File: src/rtl/con_5x5_pkg.sv
// Shared definitions for the con_5x5 streaming 3x3 convolution engine.
// Holds the data width, the frame geometry constants, the tap array types and
// the shift-mode decoder that maps a word index onto the window update.
package con_5x5_pkg;

  localparam int DATA_W = 16;

  typedef logic [DATA_W-1:0] word_t;
  // Tap r*3+c holds row r, column c (0-based) of a 3x3 kernel or window.
  typedef word_t [8:0] taps_t;

  localparam logic [6:0] KERNEL_WORDS  = 7'd9;
  localparam logic [6:0] FRAME_WORDS   = 7'd90;
  localparam logic [6:0] LAST_IDX      = 7'd89;
  localparam logic [6:0] FIRST_OUT_IDX = 7'd17;
  localparam logic [6:0] BAND1_START   = 7'd9;
  localparam logic [6:0] BAND2_START   = 7'd30;
  localparam logic [6:0] BAND3_START   = 7'd45;
  localparam logic [6:0] BAND4_START   = 7'd60;
  localparam logic [6:0] BAND5_START   = 7'd75;

  typedef enum logic [1:0] {
    LOAD_K,
    SHIFT_LEFT_IN_RIGHT,
    SHIFT_RIGHT_IN_LEFT,
    SHIFT_UP_IN_BOTTOM
  } shift_mode_e;

  // Bands 2..5 open with one row triple entering at the bottom; after that,
  // bands 2 and 4 walk leftwards (columns enter at the left) and bands 3 and 5
  // walk rightwards (columns enter at the right). Band starts sit on triple
  // boundaries, so "first triple" is simply the first three words of a band.
  function automatic shift_mode_e decode_mode(input logic [6:0] i);
    shift_mode_e m;
    if (i < BAND1_START)
      m = LOAD_K;
    else if (i < BAND2_START)
      m = SHIFT_LEFT_IN_RIGHT;
    else if ((i < BAND2_START + 7'd3) ||
             (i >= BAND3_START && i < BAND3_START + 7'd3) ||
             (i >= BAND4_START && i < BAND4_START + 7'd3) ||
             (i >= BAND5_START && i < BAND5_START + 7'd3))
      m = SHIFT_UP_IN_BOTTOM;
    else if ((i < BAND3_START) || (i >= BAND4_START && i < BAND5_START))
      m = SHIFT_RIGHT_IN_LEFT;
    else
      m = SHIFT_LEFT_IN_RIGHT;
    return m;
  endfunction

endpackage

File: src/rtl/con_5x5_mac9.sv
// con_mac9: combinational 9-tap multiply-accumulate.
// Ports:
//   kernel  - 9 coefficients, tap r*3+c
//   window  - 9 pixels, tap r*3+c
//   result  - low DATA_W bits of sum(kernel[t] * window[t])
// Products and the sum are carried at full width; only the low bits leave.
module con_mac9
  import con_5x5_pkg::*;
(
  input  taps_t kernel,
  input  taps_t window,
  output word_t result
);

  localparam int ACC_W = 2 * DATA_W + 4;

  logic [ACC_W-1:0] acc;

  always_comb begin
    acc = '0;
    for (int t = 0; t < 9; t++) begin
      acc = acc + (ACC_W'(kernel[t]) * ACC_W'(window[t]));
    end
  end

  assign result = acc[DATA_W-1:0];

endmodule

File: src/rtl/con_5x5.sv
// con_5x5: streaming 3x3 convolution over a 7x7 image, 25 outputs per frame.
// Ports:
//   clk, rst_n - rising-edge clock, asynchronous active-low reset
//   ena        - frame enable; high for the 90-word frame, low ends/aborts it
//   data       - input word (9 kernel words, then 81 window-stream words)
//   valid      - one-cycle pulse, result holds a new convolution output
//   finish     - one-cycle pulse alongside the 25th valid of a frame
//   result     - convolution output, held until the next valid
// Handshake: there is no ready; every cycle with ena=1 consumes one data word,
// and every valid pulse must be taken by the consumer in that cycle.
module con_5x5
  import con_5x5_pkg::*;
(
  input  logic              clk,
  input  logic              rst_n,
  input  logic              ena,
  input  logic [DATA_W-1:0] data,
  output logic              valid,
  output logic              finish,
  output logic [DATA_W-1:0] result
);

  logic [6:0]  idx;
  logic [1:0]  ph;         // position within the current triple
  word_t [1:0] stage;      // first two words of a triple, applied on the third
  taps_t       kernel;
  taps_t       win;
  taps_t       win_next;
  word_t [2:0] col;        // the complete incoming triple, element 0 first
  shift_mode_e mode;
  logic        pend;       // a window completed on the previous edge
  logic        pend_last;  // ... and it was the frame's final window
  word_t       mac_out;

  assign mode = decode_mode(idx);
  assign col  = {data, stage[1], stage[0]};

  // Whole-window update for the triple-final word. Columns arrive top to
  // bottom; the bottom-entering row arrives left to right.
  always_comb begin
    win_next = win;
    for (int r = 0; r < 3; r++) begin
      case (mode)
        SHIFT_LEFT_IN_RIGHT: begin
          win_next[3*r]   = win[3*r+1];
          win_next[3*r+1] = win[3*r+2];
          win_next[3*r+2] = col[r];
        end
        SHIFT_RIGHT_IN_LEFT: begin
          win_next[3*r+2] = win[3*r+1];
          win_next[3*r+1] = win[3*r];
          win_next[3*r]   = col[r];
        end
        SHIFT_UP_IN_BOTTOM: begin
          win_next[r]     = win[r+3];
          win_next[r+3]   = win[r+6];
          win_next[r+6]   = col[r];
        end
        default: ;
      endcase
    end
  end

  con_mac9 u_mac (
    .kernel (kernel),
    .window (win),
    .result (mac_out)
  );

  always_ff @(posedge clk or negedge rst_n) begin
    if (!rst_n) begin
      idx       <= '0;
      ph        <= '0;
      stage     <= '0;
      kernel    <= '0;
      win       <= '0;
      pend      <= 1'b0;
      pend_last <= 1'b0;
      valid     <= 1'b0;
      finish    <= 1'b0;
      result    <= '0;
    end else begin
      // Output stage runs regardless of ena so a triggered output completes.
      valid     <= pend;
      finish    <= pend_last;
      if (pend) result <= mac_out;
      pend      <= 1'b0;
      pend_last <= 1'b0;

      if (!ena) begin
        idx <= '0;
        ph  <= '0;
      end else begin
        idx <= (idx == LAST_IDX) ? '0 : idx + 7'd1;
        if (mode == LOAD_K) begin
          kernel[idx[3:0]] <= data;
          ph               <= '0;
        end else if (ph == 2'd2) begin
          win       <= win_next;
          ph        <= '0;
          // The first two column triples only prime the window.
          pend      <= (idx >= FIRST_OUT_IDX);
          pend_last <= (idx == LAST_IDX);
        end else begin
          stage[ph[0]] <= data;
          ph           <= ph + 2'd1;
        end
      end
    end
  end

endmodule

File: config.mk
export PLATFORM = sky130hd
export DESIGN_NAME = con_5x5
export DESIGN_NICKNAME = d
export VERILOG_FILES = /design/src/rtl/con_5x5_pkg.sv /design/src/rtl/con_5x5_mac9.sv /design/src/rtl/con_5x5.sv
export SDC_FILE = /design/constraint.sdc
export NUM_CORES = 2
export LEC_CHECK = 0
export BUFFER_PORTS_ARGS = -buffer_cell sky130_fd_sc_hd__buf_2
export CAP_MARGIN = 10
export CELL_PAD_IN_SITES_DETAIL_PLACEMENT = 1
export CELL_PAD_IN_SITES_GLOBAL_PLACEMENT = 1
export CORE_ASPECT_RATIO = 2
export CORE_UTILIZATION = 40
export DETAILED_ROUTE_END_ITERATION = 16
export GPL_TIMING_DRIVEN = 1
export PLACE_DENSITY_LB_ADDON = 0.2
export SLEW_MARGIN = 20
export SYNTH_ARGS = -nofsm -noshare
export SYNTH_HDL_FRONTEND = slang
export SYNTH_SLANG_ARGS = --single-unit
export TNS_END_PERCENT = 30
File: constraint.sdc
create_clock -name clk -period 9.1 [get_ports clk]
set_input_delay 0.91 -clock clk [delete_from_list [all_inputs] [get_ports clk]]
set_output_delay 0.91 -clock clk [all_outputs]
set_load 0.02 [all_outputs]
=== After elaboration in Yosys (flattened, before gate mapping) ===
Index checks and enable logic that the tools add are counted.

* Word-level logic and storage cells: 121
* Flip-flop bits (word level): 349
* Bits of input ports: 19

* Eq/ne operators: 5
* $mul: 9
* Bitwise operators: 2
* $lt $le $gt $ge: 16
* Reduce and logical (&&, ||, !) cells: 18
* Mux-type cells: 34
* Add/sub/neg operators: 10

{| class="wikitable"
|+ Operator list
! kind !! count
|-
| $bwmux W144 || 1
|-
| $mul A16 B16 Y16 || 9
|-
| $add A16 B16 Y16 || 8
|-
| $mux W16 || 8
|-
| $pmux W32 S2 || 2
|-
| $pmux W16 S2 || 3
|-
| $pmux W16 S3 || 2
|-
| $demux W16 S4 || 1
|-
| $bwmux W32 || 1
|-
| $lt A7 B6 Y1 const B || 4
|-
| $demux W16 S1 || 1
|-
| $ge A7 B6 Y1 const B || 2
|-
| $lt A7 B7 Y1 const B || 2
|-
| $mux W2 || 7
|-
| $mux W7 || 2
|-
| $reduce_and A4 Y1 || 2
|-
| $add A7 B1 Y7 const B || 1
|-
| $eq A7 B7 Y1 const B || 1
|-
| $ge A7 B5 Y1 const B || 1
|-
| $ge A7 B7 Y1 const B || 1
|-
| $lt A7 B4 Y1 const B || 1
|-
| $lt A7 B5 Y1 const B || 1
|-
| $eq A2 B2 Y1 const B || 3
|-
| $logic_and A1 B1 Y1 || 6
|-
| 15 further kinds || 24
|}

=== Longest topological paths before layout ===
* Depth in word-level cells: 12
* Depth in mapped cells: 35

=== Modules after synthesis ===
A second synthesis with hierarchy kept.

* Cell total of the unflattened synthesis: 5,544
* Area total of the unflattened synthesis: 52,636.7 µm²

{| class="wikitable"
|+ By module, submodules not included
! module !! seq. area each (µm²) !! cells an instance !! area an instance (µm²) !! times used
|-
| con_mac9 || 0.0 || 4,154 || 37,103.1 || 1
|-
| con_5x5 || 8,733.4 || 1,390 || 15,533.6 || 1
|}

=== Least setup slack after synthesis ===
Ideal clock, no wire load.

* Kind: reg-to-reg
* From: register win[130] (netlist name)
* To: register result[13]
* Data arrival time: 8,521 ps
* Path slack: 454 ps
* Cell stages (with the launch flop): 31
* Clock period less this slack: 8,646 ps
* Path through: dfrtp_1 > clkbuf_1 > and2_1 > fa_1 > inv_1 > fa_1 > fa_1 > inv_1 > fa_1 > fa_1 > fa_1 > fa_1 > inv_1 > fa_1 > inv_1 > fa_1 > fa_1 > fa_1 > inv_1 > fa_1 > inv_1 > ha_1 > a21boi_0 > o21ai_0 > a21boi_0 > o21ai_0 > a21boi_0 > o21ai_0 > nor2b_1 > xnor2_1 > mux2_2

* Cells in the longest elaborated chain, start to end: 2

{| class="wikitable"
|+ RTL lines
! what !! RTL line !! source
|-
| start, declared || con_5x5.sv:27 || <nowiki>taps_t win;</nowiki>
|-
| start signal, assigned || con_5x5.sv:99 || <nowiki>win <= win_next;</nowiki>
|-
| $mul A16 B16 Y16 || con_5x5_mac9.sv:22 || <nowiki>acc = acc + (ACC_W'(kernel[t]) * ACC_W'(window[t]));</nowiki>
|-
| $add A16 B16 Y16 || con_5x5_mac9.sv:22 ||
|-
| end signal, assigned || con_5x5.sv:86 || <nowiki>if (pend) result <= mac_out;</nowiki>
|-
| end, declared || con_5x5.sv:20 || <nowiki>output logic [DATA_W-1:0] result</nowiki>
|}

No other way between the ends.
A chain may end at the register's enable or synchronous reset.

=== Worst setup path after layout ===
* From: register kernel[7] (netlist name)
* To: register result[15]

* Cells in the longest elaborated chain, start to end: 9

{| class="wikitable"
|+ RTL lines
! what !! RTL line !! source
|-
| start, declared || con_5x5.sv:26 || <nowiki>taps_t kernel;</nowiki>
|-
| start signal, assigned by index || con_5x5.sv:96 || <nowiki>kernel[idx[3:0]] <= data;</nowiki>
|-
| $mul A16 B16 Y16 || con_5x5_mac9.sv:22 ||
|-
| $add A16 B16 Y16 (8 in a row) || con_5x5_mac9.sv:22 ||
|}

No other way between the ends.

==> results.cfg <==
[outcome]
outcome = finished with violations
violations = setup timing

[synth]
synth_ff_type = dfrtp_1
yosys.area.top_type_share_pct = 34.8
netlist_area_mm2 = 0.0525
ys_seq_area_share_pct = 16.6
syn_inst = 5541
ys_ff_latch = 349
syn-num-nets = 6889
ys.warnings.count = 0
synth_edf_count = 0
yosys-top-cells-area = fa_1, dfrtp_1, ha_1
async_flop_share_pct = 100
post_synth.cell_area_avg_um2 = 9.48
synth_top_area_cell = fa_1
yosysUniqueCellTypes = 34

[routing]
first_iter_violations = 2317
dr.pass1.iters = 5
wire_per_inst_um = 31.2
final_antenna_net_count = 0
vias_per_cell = 5.35
routed_wirelength_um = 238000
drc = 0
num_vias = 40900

[worst_setup_path]
crit_buf_inv = 3
required_ns = 9.65
crit_path_end_kind = register
cp_common_cell = fa_1
start_kind = register
crit_type = reg2reg
crit_family = adder cells
crit_slowest_cell = fa_1
cpPeakStageDelay_ns = 0.58
crit_arrival_ns = 9.84
critPathMaxFanout = 7

[grt]
antenna_found_initial = 14
grt_pass1_vias = 47200
grt_max_degree = 160
grtUsageTotal_pct = 36.9
grt_pass1_wl_um = 339000
grt_overflow = 0

[clock_network]
cts_buffer_depth = 3
ctsHoldBuffers = 0
insertion_delay_ns = 0.66
tritoncts = built
cts_buffers = 40
cts_root_buf = clkbuf_16
cts_max_level = 2
cts.clk_slew.worst_paths_ns = 0.08
cts.sinks = 349

[run]
drv_cap = 0

[placed_design]
dp.final_hpwl_um = 202000
port_buffers = 36
dp_cells = 7545
routabilityCongestion = 1.01

[die]
die_area_mm2 = 0.133
start_util_pct = 40.4
die_height_um = 514
ios = 37
coreArea_mm2 = 0.130
rows = 187
die_x_um = 258

[sta]
setup-violations-final = 1
period_needed_ns = 9.29
rsz0062_at_grt = true
tightest_slew_ns = 1.05
fin_ws_ns = -0.190
skew_ns = 0.0446
timing.final.max_slew_violations = 0
post-route-period-util_pct = 102
fmaxAchievable_mhz = 108
hold_viol = 0
timing.hold.ws_ns = 0.324
relSlewSlack_pct = 29.9

[power_and_ir_drop]
pwr-share-clk_pct = 37.6
pwr-share-seq_pct = 36.9
p_per_area_mw_per_mm2 = 86.8
p_sw_share_pct = 35.5
pwr-share-comb_pct = 25.5
power_switching_mw = 1.88
internal-power_mw = 3.41
leakagePower_nw = 29.9
ir_drop_mv = 0.130

[final_layout]
areaGrowthSynthToFinish_pct = 16.1
fill_cells = 14800
drive_above_1_share_pct = 15.6
final_nets = 7236
layout.cells.non_filler = 7633

[worst_hold_path]
hp-class = in2async
## power by group through the flow
| stage | registers (mW) | clock network [mW] | logic (mW) |
|---|---|---|---|
| floorplan | 1.86 | 0 | 0.346 |
| global placement | 1.97 | 0 | 1.31 |
| detailed placement | 1.98 | 0 | 1.33 |
| CTS | 1.95 | 2.01 | 1.33 |
| global route | 1.97 | 2.03 | 1.37 |
| finish | 1.95 | 1.99 | 1.35 |
## routing by layer
metal | vias up | wire (µm) | global-route usage, %
li1 | 17200 | - | -
met1 | 21600 | 76400 | 35.9
met2 | 1328 | 123000 | 66.1
met3 | 732 | 9700 | 4.71
met4 | 4 | 28600 | 36.2
met5 | - | 27 | 0
## cells in the final DEF (no fill, tap or decap), drive strengths merged, types with 3 or more instances in the layout
master	n
bufinv	8
a21oi	140
nand4	4
inv	1088
nor3	5
a22oi	49
a22o	32
diode	12
clkinv	12
nand2	746
clkbuf	48
o21ai	159
nor2	121
dfrtp	349
ha	417
fa	912
mux2i	65
nand3	3
xor2	56
mux2	188
a21boi	3
nor2b	4
and2	640
buf	615
xnor2	242
a21o	3
## final timing paths
check / start / to / slack (ns) / cells past startpoint
worst max-delay path: kernel[7] / result[15] / -0.19 / 27
worst min-delay path: rst_n / kernel[10] / 0.32 / 1
worst max register to register: kernel[7] / result[15] / -0.19 / 27
worst min register to register: pend_last / finish / 0.35 / 0
max in group asynchronous: rst_n / win[62] / 7.28 / 2
min in group clk: pend_last / finish / 0.35 / 0
## layout make-up
class,count,area (µm²),area share [%]
multi-input cells,3798,38700,63.4
inverters,1084,4070,6.68
well taps,1701,2130,3.49
clock buffers,48,1090,1.79
clock inverters,26,425,0.698
flip-flops and latches,349,8750,14.4
diodes,12,30.0,0.0493
repair buffers,615,5800,9.52
## state kept, by name, indices dropped and copies added (netlist names)
name       count
ph             2
win          144
result        16
finish         1
kernel       144
pend_last      1
pend           1
col           32
valid          1
idx            7
## stage by stage
stage / power [mW] / TNS [ns] / util [%] / setup WS [ns] / instance area, µm²
floorplan: 2.21 / 0 / - / 0.454 / 52500
global placement: 3.28 / -0.431 / 45.6 / -0.285 / 59300
detailed placement: 3.30 / -0.865 / 45.6 / -0.393 / 59300
CTS: 5.29 / -0.105 / 46.8 / -0.105 / 60800
global route: 5.38 / -0.772 / 46.8 / -0.429 / 60900
finish: 5.29 / -0.190 / 46.8 / -0.190 / 60900
## cell usage after synthesis (4+ instances only)
cell type	n
nor3_1	5
a22o_1	32
mux2_2	187
buf_1	11
xor2_1	56
clkbuf_1	254
xnor2_1	242
inv_1	1084
dfrtp_1	349
a21oi_1	140
nand2_1	746
buf_4	6
clkbuf_2	5
nor2b_1	4
mux2i_1	65
o21ai_0	159
nor2_1	121
fa_1	912
a22oi_1	49
ha_1	417
nand4_1	4
and2_1	640
buf_2	34
## logic make-up (layout without fill, tap and decap cells)
group / count (synthesis) / after routing / synth area share (%)
and+or+nand+nor: 1530 / 1530 / 14.1
muxes: 253 / 253 / 5.28
other: 0 / 12 / 0
DFF: 349 / 349 / 16.6
AOI/OAI and AO/OA: 388 / 388 / 4.20
buffers and inverters: 1394 / 1773 / 10.1
xor gates and xnor gates: 298 / 298 / 4.97
adders and majority gates: 1329 / 1329 / 44.7
## repair_timing
action / in CTS / in global routing
setup buffers: 1 / 0
resized for setup: 29 / 20
cloned: 0 / 0
setup endpoints to repair: 4 / 4
hold endpoints to repair: 0 / 0
pin swaps: 8 / 7
Note: power is estimated with default switching activity, not from simulation.
